--- src/rtl/time_ctrl_pkg.sv ---
// Shared types, field limits and time-word packing for the current-time
// set controller.
package time_ctrl_pkg;

    // Time word layout shared by CTO (from the counter chain) and CTI (to it)
    localparam int CT_W      = 15;
    localparam int MONES_LSB = 0;
    localparam int MONES_W   = 4;
    localparam int MTENS_LSB = 4;
    localparam int MTENS_W   = 3;
    localparam int HOUR_LSB  = 7;
    localparam int HOUR_W    = 5;
    localparam int DAY_LSB   = 12;
    localparam int DAY_W     = 3;

    // Largest legal value of each field; anything at or above wraps to 0
    localparam logic [DAY_W-1:0]   DAY_MAX   = 3'd6;
    localparam logic [HOUR_W-1:0]  HOUR_MAX  = 5'd23;
    localparam logic [MTENS_W-1:0] MTENS_MAX = 3'd5;
    localparam logic [MONES_W-1:0] MONES_MAX = 4'd9;

    // Field_Sel codes presented to the display blink logic
    localparam logic [1:0] FS_DAY   = 2'd0;
    localparam logic [1:0] FS_HOUR  = 2'd1;
    localparam logic [1:0] FS_MTENS = 2'd2;
    localparam logic [1:0] FS_MONES = 2'd3;

    typedef enum logic [2:0] {
        ST_RUN       = 3'd0,
        ST_SET_DAY   = 3'd1,
        ST_SET_HOUR  = 3'd2,
        ST_SET_MTENS = 3'd3,
        ST_SET_MONES = 3'd4,
        ST_LOAD      = 3'd5
    } state_t;

    // Shadow copy of the time being edited
    typedef struct packed {
        logic [DAY_W-1:0]   day;
        logic [HOUR_W-1:0]  hour;
        logic [MTENS_W-1:0] mtens;
        logic [MONES_W-1:0] mones;
    } time_fields_t;

    function automatic time_fields_t unpack_time(input logic [CT_W-1:0] w);
        time_fields_t f;
        f.day   = w[DAY_LSB   +: DAY_W];
        f.hour  = w[HOUR_LSB  +: HOUR_W];
        f.mtens = w[MTENS_LSB +: MTENS_W];
        f.mones = w[MONES_LSB +: MONES_W];
        return f;
    endfunction

    function automatic logic [CT_W-1:0] pack_time(input time_fields_t f);
        logic [CT_W-1:0] w;
        w = '0;
        w[DAY_LSB   +: DAY_W]   = f.day;
        w[HOUR_LSB  +: HOUR_W]  = f.hour;
        w[MTENS_LSB +: MTENS_W] = f.mtens;
        w[MONES_LSB +: MONES_W] = f.mones;
        return w;
    endfunction

    // Field_Sel code for a SET state (0 for anything else)
    function automatic logic [1:0] field_index(input state_t s);
        case (s)
            ST_SET_HOUR:  return FS_HOUR;
            ST_SET_MTENS: return FS_MTENS;
            ST_SET_MONES: return FS_MONES;
            default:      return FS_DAY;
        endcase
    endfunction

    // Where a Mode press takes each SET state; the last field commits
    function automatic state_t next_field(input state_t s);
        case (s)
            ST_SET_DAY:   return ST_SET_HOUR;
            ST_SET_HOUR:  return ST_SET_MTENS;
            ST_SET_MTENS: return ST_SET_MONES;
            default:      return ST_LOAD;
        endcase
    endfunction

endpackage

--- src/rtl/btn_edge_detect.sv ---
// Rising-edge detector for one debounced button level. A held button
// yields a single one-cycle pulse.
module btn_edge_detect (
    input  logic Clk,
    input  logic Clr_n,
    input  logic btn,
    output logic btn_edge
);

    logic prev;

    // Remember last cycle's level so a rise can be seen
    always_ff @(posedge Clk) begin
        if (!Clr_n) prev <= 1'b0;
        else        prev <= btn;
    end

    assign btn_edge = btn & ~prev;

endmodule

--- src/rtl/time_set_controller.sv ---
// Mode/set sequencer for the current-time counter chain. Runs the chain in
// normal operation, freezes it and edits a shadow copy field by field on
// user request, then commits the edit with a one-cycle parallel load.
module time_set_controller
    import time_ctrl_pkg::*;
#(
    parameter int TIMEOUT_CYCLES = 30000,
    parameter int TO_W           = 15
) (
    input  logic            Clk,
    input  logic            Clr_n,
    input  logic            Mode_Btn,
    input  logic            Inc_Btn,
    input  logic            Cancel_Btn,
    input  logic [CT_W-1:0] CTO,
    output logic [CT_W-1:0] CTI,
    output logic            LD_CT,
    output logic            Clr_CT,
    output logic            EN_CT,
    output logic            Set_Mode,
    output logic [1:0]      Field_Sel
);

    // Counter value on the last idle cycle before auto-cancel
    localparam logic [TO_W-1:0] TO_LAST = TO_W'(TIMEOUT_CYCLES - 1);

    logic         mode_edge;
    logic         inc_edge;
    logic         cancel_edge;
    logic         any_edge;
    logic         in_set;
    logic         timeout_hit;
    state_t       state;
    state_t       state_adv;
    time_fields_t shadow;
    time_fields_t shadow_nxt;
    logic [TO_W-1:0] to_cnt;

    btn_edge_detect u_mode_edge (
        .Clk      (Clk),
        .Clr_n    (Clr_n),
        .btn      (Mode_Btn),
        .btn_edge (mode_edge)
    );

    btn_edge_detect u_inc_edge (
        .Clk      (Clk),
        .Clr_n    (Clr_n),
        .btn      (Inc_Btn),
        .btn_edge (inc_edge)
    );

    btn_edge_detect u_cancel_edge (
        .Clk      (Clk),
        .Clr_n    (Clr_n),
        .btn      (Cancel_Btn),
        .btn_edge (cancel_edge)
    );

    assign any_edge  = mode_edge | inc_edge | cancel_edge;
    assign in_set    = (state == ST_SET_DAY)   || (state == ST_SET_HOUR) ||
                       (state == ST_SET_MTENS) || (state == ST_SET_MONES);
    // Any button activity restarts the idle window, so it also beats timeout
    assign timeout_hit = in_set && !any_edge && (to_cnt == TO_LAST);
    assign state_adv   = next_field(state);

    // Shadow after this cycle's Inc: wrap-increment only the field being edited
    always_comb begin
        shadow_nxt = shadow;
        if (inc_edge) begin
            case (state)
                ST_SET_DAY:
                    shadow_nxt.day   = (shadow.day   >= DAY_MAX)   ? '0 : shadow.day   + 3'd1;
                ST_SET_HOUR:
                    shadow_nxt.hour  = (shadow.hour  >= HOUR_MAX)  ? '0 : shadow.hour  + 5'd1;
                ST_SET_MTENS:
                    shadow_nxt.mtens = (shadow.mtens >= MTENS_MAX) ? '0 : shadow.mtens + 3'd1;
                ST_SET_MONES:
                    shadow_nxt.mones = (shadow.mones >= MONES_MAX) ? '0 : shadow.mones + 4'd1;
                default: ;
            endcase
        end
    end

    // Sequencer with all outputs registered alongside the state
    always_ff @(posedge Clk) begin
        if (!Clr_n) begin
            state     <= ST_RUN;
            shadow    <= '0;
            to_cnt    <= '0;
            CTI       <= '0;
            LD_CT     <= 1'b0;
            Clr_CT    <= 1'b1;
            EN_CT     <= 1'b0;
            Set_Mode  <= 1'b0;
            Field_Sel <= FS_DAY;
        end else begin
            Clr_CT <= 1'b0;
            LD_CT  <= 1'b0;
            case (state)
                ST_RUN: begin
                    EN_CT     <= 1'b1;
                    Set_Mode  <= 1'b0;
                    Field_Sel <= FS_DAY;
                    // Inc and Cancel mean nothing while running
                    if (mode_edge) begin
                        shadow    <= unpack_time(CTO);
                        to_cnt    <= '0;
                        EN_CT     <= 1'b0;
                        Set_Mode  <= 1'b1;
                        Field_Sel <= FS_DAY;
                        state     <= ST_SET_DAY;
                    end
                end

                ST_SET_DAY, ST_SET_HOUR, ST_SET_MTENS, ST_SET_MONES: begin
                    if (cancel_edge || timeout_hit) begin
                        // Abandon the edit; shadow is simply overwritten next time
                        state     <= ST_RUN;
                        EN_CT     <= 1'b1;
                        Set_Mode  <= 1'b0;
                        Field_Sel <= FS_DAY;
                        to_cnt    <= '0;
                    end else begin
                        to_cnt <= any_edge ? '0 : to_cnt + TO_W'(1);
                        shadow <= shadow_nxt;
                        if (mode_edge) begin
                            state <= state_adv;
                            if (state_adv == ST_LOAD) begin
                                // Commit includes an Inc that lands on the same edge
                                CTI       <= pack_time(shadow_nxt);
                                LD_CT     <= 1'b1;
                                Set_Mode  <= 1'b0;
                                Field_Sel <= FS_DAY;
                            end else begin
                                Field_Sel <= field_index(state_adv);
                            end
                        end
                    end
                end

                ST_LOAD: begin
                    // Single load cycle; CTI keeps the committed value afterwards
                    state  <= ST_RUN;
                    EN_CT  <= 1'b1;
                    to_cnt <= '0;
                end

                default: begin
                    state     <= ST_RUN;
                    EN_CT     <= 1'b1;
                    Set_Mode  <= 1'b0;
                    Field_Sel <= FS_DAY;
                    to_cnt    <= '0;
                end
            endcase
        end
    end

endmodule
--- config.mk ---
export PLATFORM = sky130hd
export DESIGN_NAME = time_set_controller
export DESIGN_NICKNAME = d
export VERILOG_FILES = /design/src/rtl/time_ctrl_pkg.sv /design/src/rtl/btn_edge_detect.sv /design/src/rtl/time_set_controller.sv
export SDC_FILE = /design/constraint.sdc
export NUM_CORES = 1
export LEC_CHECK = 0
export ABC_AREA = 1
export ABC_CLOCK_PERIOD_IN_PS = 1900
export CAP_MARGIN = 30
export CORE_MARGIN = 2
export CORE_UTILIZATION = 46
export CTS_CLUSTER_SIZE = 25
export DETAILED_ROUTE_END_ITERATION = 7
export GPL_TIMING_DRIVEN = 0
export MAX_ROUTING_LAYER = met4
export PLACE_DENSITY_LB_ADDON = 0.15
export SLEW_MARGIN = 10
export SYNTH_ARGS = -nofsm -noshare
export SYNTH_HDL_FRONTEND = slang
export SYNTH_SLANG_ARGS = --single-unit
--- constraint.sdc ---
create_clock -name Clk -period 1.9 [get_ports Clk]
set_clock_uncertainty 0.15 [all_clocks]
set_input_delay 0.38 -clock Clk [delete_from_list [all_inputs] [get_ports Clk]]
set_output_delay 0.38 -clock Clk [all_outputs]
set_load 0.01 [all_outputs]
==> impl_results.md, run 1 <==
* Status: complete, but fails checks
* Violated checks: setup timing
* CTS buffer count at 9
* Die height at 85.6 um
* Type of the worst min-delay path: in2reg
* Critical Path AT at 1.99 ns
* Initial core utilization at 48.0%
* Layout cell share with drive strength beyond 1 at 15.7%
* Global route hottest layer: met2
* Row count at 29
* Global Route Usage Sum at 23.1%
* Fraction of registers with async set/reset at 0%
* Commonest non-fill, non-tap cell in the layout: nand2_1
* Post-Synthesis Net Count at 492
* Vias in the first global route at 2842
* CP endpoint kind: flop
* Crit start category: flop
* Final hold vios at 0
* Clock Sink Count at 57
* CTS tree: built
* Global-route wire length before repair at 13000 um
* Area Growth Syn to Fin at 33.5%
* Sequential-to-total area share from yosys stat at 37.2%
* Final core utilization at 64.1%
* Largest net degree at the start of global routing at 11
* CP max stage delay at 0.36 ns
* Later-pin clock latency in the skew report at 0.33 ns
* Max cap viols at 0
* Synth warn at 0
* Hold Crit Depth at 3
* Max Slew Vio Count at 0
* IO buf count at 39
* I/O pins at 41
* DR vias at 3085
* Fmax at 522 MHz
* Global Route met1 Usage at 28.9%
* DIE AREA at 7330 sq um
* Yosys cell types at 35
* Root buf cell: clkbuf_8
* Overall power at 4.55 mW
* Post-synthesis cell count at 463
* GR Util met2 at 37.3%
* Most frequent cells in the layout: 91 x nand2_1, 76 x nor2_1, 58 x inv_1
* DRC at 0
* Initial antenna violation count at 0
* Critical Path RT at 1.97 ns
* N_diodes at 0
* Slowest CP cell: dfxtp_4
* Global-route track usage on met3 at 4.72%
* Clk slew on worst S/H paths at 0.06 ns
* Measured slew at the worst slew-check pin at 0.621 ns
* WP depth at 13
* Avg Cell Area, Syn at 6.62 sq um
* HPWL after DPL at 5640 um
* H-tree depth at 3
* Final GP Congestion at 0.885
* Nets at 556
* DR WL/cell at 13.3 um
* DRT antenna net count at 0
* Period Utilization, post-route at 101%
* Pwr per Cell Area at 1110 nW/um^2
* CP delay by family, top: simple AND/OR/NAND/NOR gates
* Slew Limit Headroom at 58.6%
* Max clock buf depth at 2
* Area of the mapped netlist at 3060 sq um
* EDFF count, synth at 0
* Leakage power at 1.76 nW
* CP Cell Sequence: ha_4 > nand2_2 > nor2_2 > nand3_1 > nor2_2 > nand2_4 > nand2_4 > inv_6 > nand2_8 > nand2_8 > clkbuf_16 > o21ai_2 > nor2_1
* Worst r2r path cells at 13
* Seq cells post-synth at 57
* Final min period at 1.92 ns
* Final setup fails at 5
* Total wire length at 8060 um
* RSZ-0062 raised after global routing: yes
* Die X at 85.6 um
* Core area at 6390 sq um
* DRT Pass-1 Iters at 4
* CP Buf/Inv Count at 2
* Final WS setup at -0.0168 ns
* Critical path type: reg2reg
* Via density at 5.09
* Grt total ovfl at 0
* Initial DRC Count at 167
* Maximum VDD drop at 0.650 mV
* Hold Buf Count CTS at 0
* Post-synth top flop: dfxtp_1
* CP Max Fanout at 8
-- cells in the mapped netlist (all sizes together) (2+ instances only) --
master | instances | area, sq um
nand2 | 101 | 417
buf | 9 | 66.3
o21ai | 42 | 210
inv | 62 | 235
nor2 | 91 | 362
xor2 | 3 | 26.3
nor3 | 7 | 35.0
ha | 9 | 113
or2 | 3 | 18.8
a21o | 2 | 15.0
a21oi | 26 | 130
dfxtp | 57 | 1140
clkbuf | 5 | 18.8
o22ai | 2 | 12.5
nand3 | 23 | 115
nor3b | 2 | 15.0
nand4 | 10 | 62.6
-- where the power goes --
group | internal, mW | total [mW] | switching, mW
Clock | 0.559 | 1.01 | 0.455
Sequential | 1.39 | 1.58 | 0.187
Combinational | 0.796 | 1.96 | 1.17
-- cells by family after synthesis --
family	after synthesis	synth area share (%)
and+or+nand+nor	240	34.1
buffers and inverters	77	10.7
adders and majority gates	9	3.68
DFF	57	37.2
AOI/OAI and AO/OA	75	12.8
xor gates and xnor gates	4	1.14
muxes	1	0.327
-- per-layer routing --
| metal | wire (um) | vias to the layer above |
|---|---|---|
| li1 | - | 1601 |
| met1 | 3740 | 1413 |
| met2 | 3880 | 63 |
| met3 | 352 | 8 |
| met4 | 92 | 0 |
| met5 | 0 | - |
-- layout make-up --
class | count | area [sq um]
inverter | 63 | 256
clock buffer | 13 | 169
multi-input combinational | 329 | 1750
sequential | 57 | 1150
timing repair buffer | 53 | 551
buffer | 14 | 113
tap | 77 | 96.3
fill | 593 | 2290
-- flip-flops by register name, indices dropped and copies added, names as in the netlist --
name	flops
Clr_CT	1
shadow	15
to_cnt	15
u_mode_edge.prev	1
state	3
LD_CT	1
Set_Mode	1
EN_CT	1
u_inc_edge.prev	1
Field_Sel	2
u_cancel_edge.prev	1
CTI	15
-- path summary, 6_finish.rpt --
kind,from,end,slack (ns)
setup reg to reg,to_cnt[0],shadow[14],-0.02
setup / recovery,to_cnt[0],shadow[14],-0.02
hold / removal,Cancel_Btn,u_cancel_edge.prev,0.19
hold reg to reg,CTI[7],CTI[7],0.29
-- worst min-delay path: cells and delay by family --
family	cells	cell delay (ns)
buffers and inverters	2	0.19
and+or+nand+nor	1	0.07
-- per-stage QoR --
step	setup TNS, ns	worst slack [ns]	std cells	hold WS (ns)	area, sq um
after floorplan	0	0.145	463	0.306	3060
after global placement	-22.37	-0.524	579	0.283	3550
after detailed placement	-24.43	-0.570	579	0.287	3550
after CTS	-0.00766	-0.00749	592	0.297	3790
after global routing	-2.03	-0.128	606	0.218	4090
final	-0.0403	-0.0168	606	0.185	4090
-- timing repair --
action,CTS,global route
cloned,0,2
resized for setup,22,43
buffers inserted,0,12
endpoints found under the setup margin,47,48
pin swaps,2,14
Note: power is estimated with default switching activity, not from simulation.
==> run 2: changes to the inputs <==
- PLACE_DENSITY: default -> 0.69
- PLACE_DENSITY_LB_ADDON: 0.15 -> default
- REMOVE_ABC_BUFFERS: default -> 1
==> run 2 against run 1 <==
The run still ends with setup timing left. Clock power rose by 40%. Via count up 2.5%. Sequential share of layout area fell by 0.81 points. Total power grew 9.8%. First-iteration DRC count increased by 39%. Sequential power about the same. Cell count shrank 0.17%. Worst setup slack got worse by 0.050 ns. Final area rose by 3.6%. Flip-flop and latch count stayed put. Combinational power is 3% higher. Utilization grew 2.3 points.
==> impl_results.md, run 2 (same netlist as run 1, synthesis figures left out) <==
* CTS buffer count at 9 (unchanged)
* Initial core utilization at 48.0% (unchanged)
* Commonest non-fill, non-tap cell in the layout: nand2_1
* Clk slew on worst S/H paths at 0.07 ns (about the same)
* Max Slew Vio Count at 0 (unchanged)
* CP startpoint: state[0]
* Measured slew at the worst slew-check pin at 0.634 ns (+0.0125 ns)
* CP Capture Point: CTI[2]
* Clock Sink Count at 57 (unchanged)
* Max clock buf depth at 2 (unchanged)
* Period Utilization, post-route at 104% (+2.6 points)
* Hold Slack at 0.156 ns (-0.0290 ns)
* Initial DRC Count at 232 (+39%)
* H-tree depth at 3 (unchanged)
* Final hold vios at 0 (unchanged)
* CTS tree: built
* Non-Filler Instances at 605 (-0.17%)
* Worst R2R Start: state[0]
* CP endpoint kind: flop
* Pwr per Cell Area at 1180 nW/um^2 (+5.9%)
* Critical R2R Capture: CTI[2]
* N_diodes at 0 (unchanged)
* DRT Pass-1 Iters at 6 (+2)
* Fmax at 509 MHz (-2.5%)
* Top Registers: CTI: 15 flops, shadow: 15 flops, to_cnt: 15 flops
* Final GP Congestion at 0.811 (-8.4%)
* Final setup fails at 13 (+8)
* DR vias at 3161 (+2.5%)
* DR WL/cell at 13.5 um (+1.6%)
* Fillers at 535 (-9.8%)
* IO buf count at 40 (+2.6%)
* Final core utilization at 66.4% (+2.3 points)
* Setup tns final at -0.474 ns (-0.434 ns)
* Layout cell share with drive strength beyond 1 at 18.4% (+2.7 points)
* HPWL after DPL at 4740 um (-16%)
* Critical Path RT at 2.04 ns (+0.07 ns)
* R2R setup slack at -0.07 ns (-0.05 ns)
* Placed instance area at 3520 sq um (-0.92%)
* Nets at 552 (-0.72%)
* Critical path type: reg2reg
* DRT antenna net count at 0 (unchanged)
* Initial antenna violation count at 0 (unchanged)
* RSZ-0062 raised after global routing: yes
* Place WS at -0.893 ns (-0.323 ns)
* Die height at 85.6 um (unchanged)
* Overall power at 5.00 mW (+9.8%)
* Later-pin clock latency in the skew report at 0.34 ns (about the same)
* Hold_sp: Mode_Btn
* Final min period at 1.97 ns (+0.0497 ns)
* Global Route Usage Sum at 21.8% (-1.3 points)
* Critical Path AT at 2.10 ns (+0.11 ns)
* Area Growth Syn to Fin at 38.4%
* CP Max Fanout at 5 (-3)
* Worst r2r path cells at 10 (-3)
* Total wire length at 8180 um (+1.5%)
* Core area at 6390 sq um (unchanged)
* Global-route wire length before repair at 12400 um (-4.8%)
* Hold Buf Count CTS at 0 (unchanged)
* Placed cells at 568 (-1.9%)
* Row count at 29 (unchanged)
* DRC at 0 (unchanged)
* Status: complete, but fails checks
* Die X at 85.6 um (unchanged)
* Fin area at 4240 sq um (+3.6%)
* Violated checks: setup timing
* Grt total ovfl at 0 (unchanged)
* Most frequent cells in the layout: 88 x nand2_1, 71 x nor2_1, 56 x inv_1
* Maximum VDD drop at 0.631 mV (-3.0%)
* Type of the worst min-delay path: in2reg
* DIE AREA at 7330 sq um (unchanged)
* Vias in the first global route at 2760 (-2.9%)
* Slew Limit Headroom at 57.7% (-0.90 points)
* Leakage power at 1.84 nW (+4.2%)
* Root buf cell: clkbuf_8
* Via density at 5.22 (+2.6%)
* Crit start category: flop
* Final WS setup at -0.0665 ns (-0.0497 ns)
* Largest net degree at the start of global routing at 25 (+14)
* I/O pins at 41 (unchanged)
* Max cap viols at 0 (unchanged)
[run 2: changes by cell type in the layout (fill, tap and decap cells not counted), sizes merged]
cell / before / now
bufinv: 0 / 3
buf: 21 / 18
dlymetal6s2s: 3 / 4
clkinv: 1 / 6
clkbuf: 20 / 11
nor2: 91 / 92
nand2: 101 / 103
inv: 62 / 61
[run 2: worst min path at each step]
stage,endpoint,slack (ns),cells after the start
finish,u_mode_edge.prev,0.16,3
global route,u_mode_edge.prev,0.19,3
CTS,CTI[8],0.30,2
detailed placement,CTI[8],0.29,2
global placement,CTI[13],0.28,2
floorplan,to_cnt[0],0.31,2
[run 2: critical path, cell delays in order (launching register included)]
cell and delay (ns):
dfxtp_4 0.37, nor2_4 0.15, nor2_4 0.08, nor2_4 0.19, nor2_4 0.05, nand2_4 0.10
nand4_1 0.21, buf_4 0.23, buf_4 0.13, buf_6 0.12, a21oi_2 0.11
[run 2: area by class of cell]
type	instances	area [sq um]	area share, %
multi-input combinational	332	1840	43.3
timing repair inverter	1	8.76	0.207
clock inverter	6	105	2.48
timing repair buffer	59	614	14.5
clock buffer	10	138	3.25
inverter	63	283	6.67
sequential	57	1160	27.4
tap	77	96.3	2.27
[run 2: timing repair]
| action | 4_1_cts | 5_1_grt |
|---|---|---|
| buffers inserted | 5 | 10 |
| pin swaps | 2 | 19 |
| gates resized for setup | 22 | 67 |
| endpoints found under the setup margin | 53 | 52 |
| cloned | 3 | 3 |
[run 2: report_power, final]
part | total (mW) | switching, mW | internal, mW
Clock | 1.41 | 0.506 | 0.900
Combinational | 2.01 | 1.26 | 0.757
Sequential | 1.58 | 0.189 | 1.39
[run 2: routing by layer]
layer  global-route usage (%)  vias up  share of wire, %
li1                         -     1596                 -
met1                     26.1     1443                45
met2                     35.8      100                47
met3                     3.95       22               6.0
met4                     9.67        0               2.4
met5                        -        -                 0
==> run 3: changes to the inputs <==
- ABC_AREA: 1 -> default
==> run 3 against run 2 <==
Synthesized cell count is 25% lower. Final area increased by 6.0%. Count of clock-buffer cells in the layout increased by 4. Via count decreased by 0.82%. Maximum frequency is 0.49% higher. Highest routed layer unchanged. First-iteration DRC count is 13% lower. Utilization grew 4.8 points. Synthesized area fell by 2.1%. The run still ends with setup timing left. Hold slack improved by 0.071 ns. Routed wire length up 18%.
==> impl_results.md, run 3 <==
* Area of the mapped netlist at 3000 sq um (-2.1%)
* Commonest non-fill, non-tap cell in the layout: dfxtp_1
* IO buf count at 40 (unchanged)
* Layout cell share with drive strength beyond 1 at 32.3% (+14 points)
* Global-route wire length before repair at 13200 um (+6.8%)
* Period Utilization, post-route at 103% (-0.51 points)
* Grt total ovfl at 0 (unchanged)
* Hold Crit Endpoint: u_mode_edge.prev
* Critical Path AT at 2.07 ns (-0.03 ns)
* Switching portion of total power at 28.3% (-11 points)
* Max clock buf depth at 2 (unchanged)
* N_diodes at 0 (unchanged)
* Critical path type: reg2reg
* Post-synth top flop: dfxtp_1
* Type of the worst min-delay path: in2reg
* Net Sw Power at 0.838 mW (-57%)
* DRT Pass-1 Iters at 5 (-1)
* Die height at 84.8 um (-1.0%)
* Sequential-to-total area share from yosys stat at 38.0% (+0.79 points)
* Core area at 6310 sq um (-1.1%)
* Crit start category: flop
* Fmax at 511 MHz (+0.49%)
* CP endpoint kind: flop
* CTS tree: built
* Power share of the clock group at 36.7% (+8.6 points)
* Violated checks: setup timing
* CTS buffer count at 9 (unchanged)
* Maximum VDD drop at 0.514 mV (-18%)
* Place WS at -1.21 ns (-0.321 ns)
* Max cap viols at 0 (unchanged)
* Final WS setup at -0.0569 ns (+0.00962 ns)
* Max Slew Vio Count at 0 (unchanged)
* Final core utilization at 71.2% (+4.8 points)
* Seq cells post-synth at 57 (unchanged)
* DIE AREA at 7180 sq um (-2.0%)
* Final GP Congestion at 0.829 (+2.3%)
* Fin area at 4500 sq um (+6.0%)
* Row count at 29 (unchanged)
* Most frequent cells in the layout: 48 x dfxtp_1, 37 x clkdlybuf4s50_1, 31 x buf_4
* Sequential power share at 44.3% (+13 points)
* Final setup fails at 20 (+7)
* Initial antenna violation count at 0 (unchanged)
* Avg Cell Area, Syn at 8.62 sq um (+30%)
* Total wire length at 9650 um (+18%)
* Clock Sink Count at 57 (unchanged)
* DRT antenna net count at 0 (unchanged)
* Measured slew at the worst slew-check pin at 0.633 ns (-0.000810 ns)
* Worst R2R Start: state[1]
* Global Route Usage Sum at 23.8% (+2.0 points)
* Fillers at 456 (-15%)
* Critical Path RT at 2.02 ns (-0.02 ns)
* Nets at 460 (-17%)
* Fraction of registers with async set/reset at 0% (unchanged)
* DR WL/cell at 18.8 um (+39%)
* EDFF count, synth at 0 (unchanged)
* Vias in the first global route at 2796 (+1.3%)
* DRC at 0 (unchanged)
* Synth top area share at 38.0% (+0.79 points)
* Status: complete, but fails checks
* Pwr per Cell Area at 659 nW/um^2 (-44%)
* Initial core utilization at 47.5% (-0.46 points)
* Area Growth Syn to Fin at 49.9%
* Largest net degree at the start of global routing at 26 (+4.0%)
* Critical R2R Capture: CTI[2]
* Hold_sp: Mode_Btn
* Slew Limit Headroom at 57.8% (+0.12 points)
* Cell taking the most area after synthesis: dfxtp_1
* Initial DRC Count at 202 (-13%)
* HPWL after DPL at 4830 um (+1.7%)
* Post-synthesis cell count at 348 (-25%)
* Synth warn at 0 (unchanged)
* RSZ-0062 raised after global routing: yes
* Hold Buf Count CTS at 0 (unchanged)
* Top cells by area, synth: dfxtp_1 38%, nor3_1 4.2%, ha_1 3.8%, nor2_1 3.8%, a21oi_1 3.5%
* H-tree depth at 3 (unchanged)
* P_int at 2.13 mW (-30%)
* Yosys cell types at 58 (+66%)
* Placed instance area at 3460 sq um (-1.5%)
* DR vias at 3135 (-0.82%)
* Die X at 84.8 um (-1.0%)
* Final min period at 1.96 ns (-0.00962 ns)
* Root buf cell: clkbuf_8
* I/O pins at 41 (unchanged)
* Clk slew on worst S/H paths at 0.07 ns (about the same)
* Final hold vios at 0 (unchanged)
* Commonest cells in the synthesized netlist: 57 x dfxtp_1, 30 x nor2_1, 25 x nor3_1, 21 x a21oi_1, 16 x nand2_1
* CP Max Fanout at 8 (+3)
* Via density at 6.11 (+17%)
* Later-pin clock latency in the skew report at 0.34 ns (about the same)
* Comb power frac at 19.0% (-21 points)
* Worst r2r path cells at 7 (-3)
* Most common cell in the netlist: dfxtp_1
* R2R setup slack at -0.06 ns (about the same)
* Hold Crit Depth at 2 (-1)
* Leakage power at 1.60 nW (-13%)
* Top Registers: CTI: 15 flops, shadow: 15 flops, to_cnt: 15 flops
## run 3: kinds of logic (layout without fill, tap and decap cells)
family	count (synthesis)	count (layout)	synth area share, %
compound gates	94	94	21.6
xor+xnor	15	15	4.38
fa+ha+maj	10	10	4.09
buf+inv	33	120	4.88
flops	57	57	38.0
mux	10	10	3.50
simple gates	129	130	23.5
## run 3: power by group through the flow
stage | combinational (mW) | sequential (mW) | clock (mW)
global route | 0.603 | 1.32 | 1.16
finish | 0.564 | 1.31 | 1.09
CTS | 0.479 | 1.30 | 1.10
detailed placement | 0.384 | 1.33 | 0
floorplan | 0.250 | 1.31 | 0
global placement | 0.366 | 1.33 | 0
## run 3: how the worst max path moves through the flow
stage	slack [ns]	from	to
2_1_floorplan	-0.37	state[2]	shadow[6]
3_3_place_gp	-1.75	Clr_n	shadow[13]
3_5_place_dp	-1.21	Clr_n	shadow[7]
4_1_cts	-0.003	state[0]	shadow[6]
5_1_grt	-0.08	shadow[1]	shadow[0]
6_report	-0.06	state[1]	CTI[2]
## run 3: worst max-delay path: stages, from the launching register on
cell	delay (ns)
dfxtp_4	0.38
buf_6	0.13
or3b_4	0.44
nor3_4	0.24
buf_6	0.16
clkbuf_16	0.14
o21ai_1	0.08
a21oi_1	0.15
## run 3: repair_timing
item | CTS | global route
gates resized for setup | 52 | 62
endpoints found under the hold margin | 0 | 0
setup buffers | 27 | 18
pin swaps | 9 | 22
endpoints found under the setup margin | 54 | 48
cloned | 1 | 2
## run 3: area by class of cell
class	count	area [sq um]	share of cell area (%)
Clock buffer	14	183	4.06
Clock inverter	2	10.0	0.223
Inverter	13	60.1	1.34
Multi-Input combinational cell	259	2070	46.0
Sequential cell	57	1160	25.9
Tap cell	77	96.3	2.14
Timing Repair Buffer	91	913	20.3
## run 3: per-layer routing
layer / GRT usage [%] / wire (um) / vias to the layer above
met3: 4.03 / 496 / 50
met2: 38.7 / 4900 / 140
met1: 28.5 / 3780 / 1496
met4: 11.7 / 471 / 0
met5: - / 0 / -
li1: - / - / 1449
## run 3: stage by stage
step	TNS [ns]	cells	hold WS, ns	power (mW)
2_1_floorplan	-7.40	328	0.318	1.56
3_3_place_gp	-60.98	445	0.323	1.69
3_5_place_dp	-43.64	449	0.328	1.71
4_1_cts	-0.00275	493	0.329	2.88
5_1_grt	-1.62	513	0.237	3.08
6_report	-0.388	513	0.227	2.96
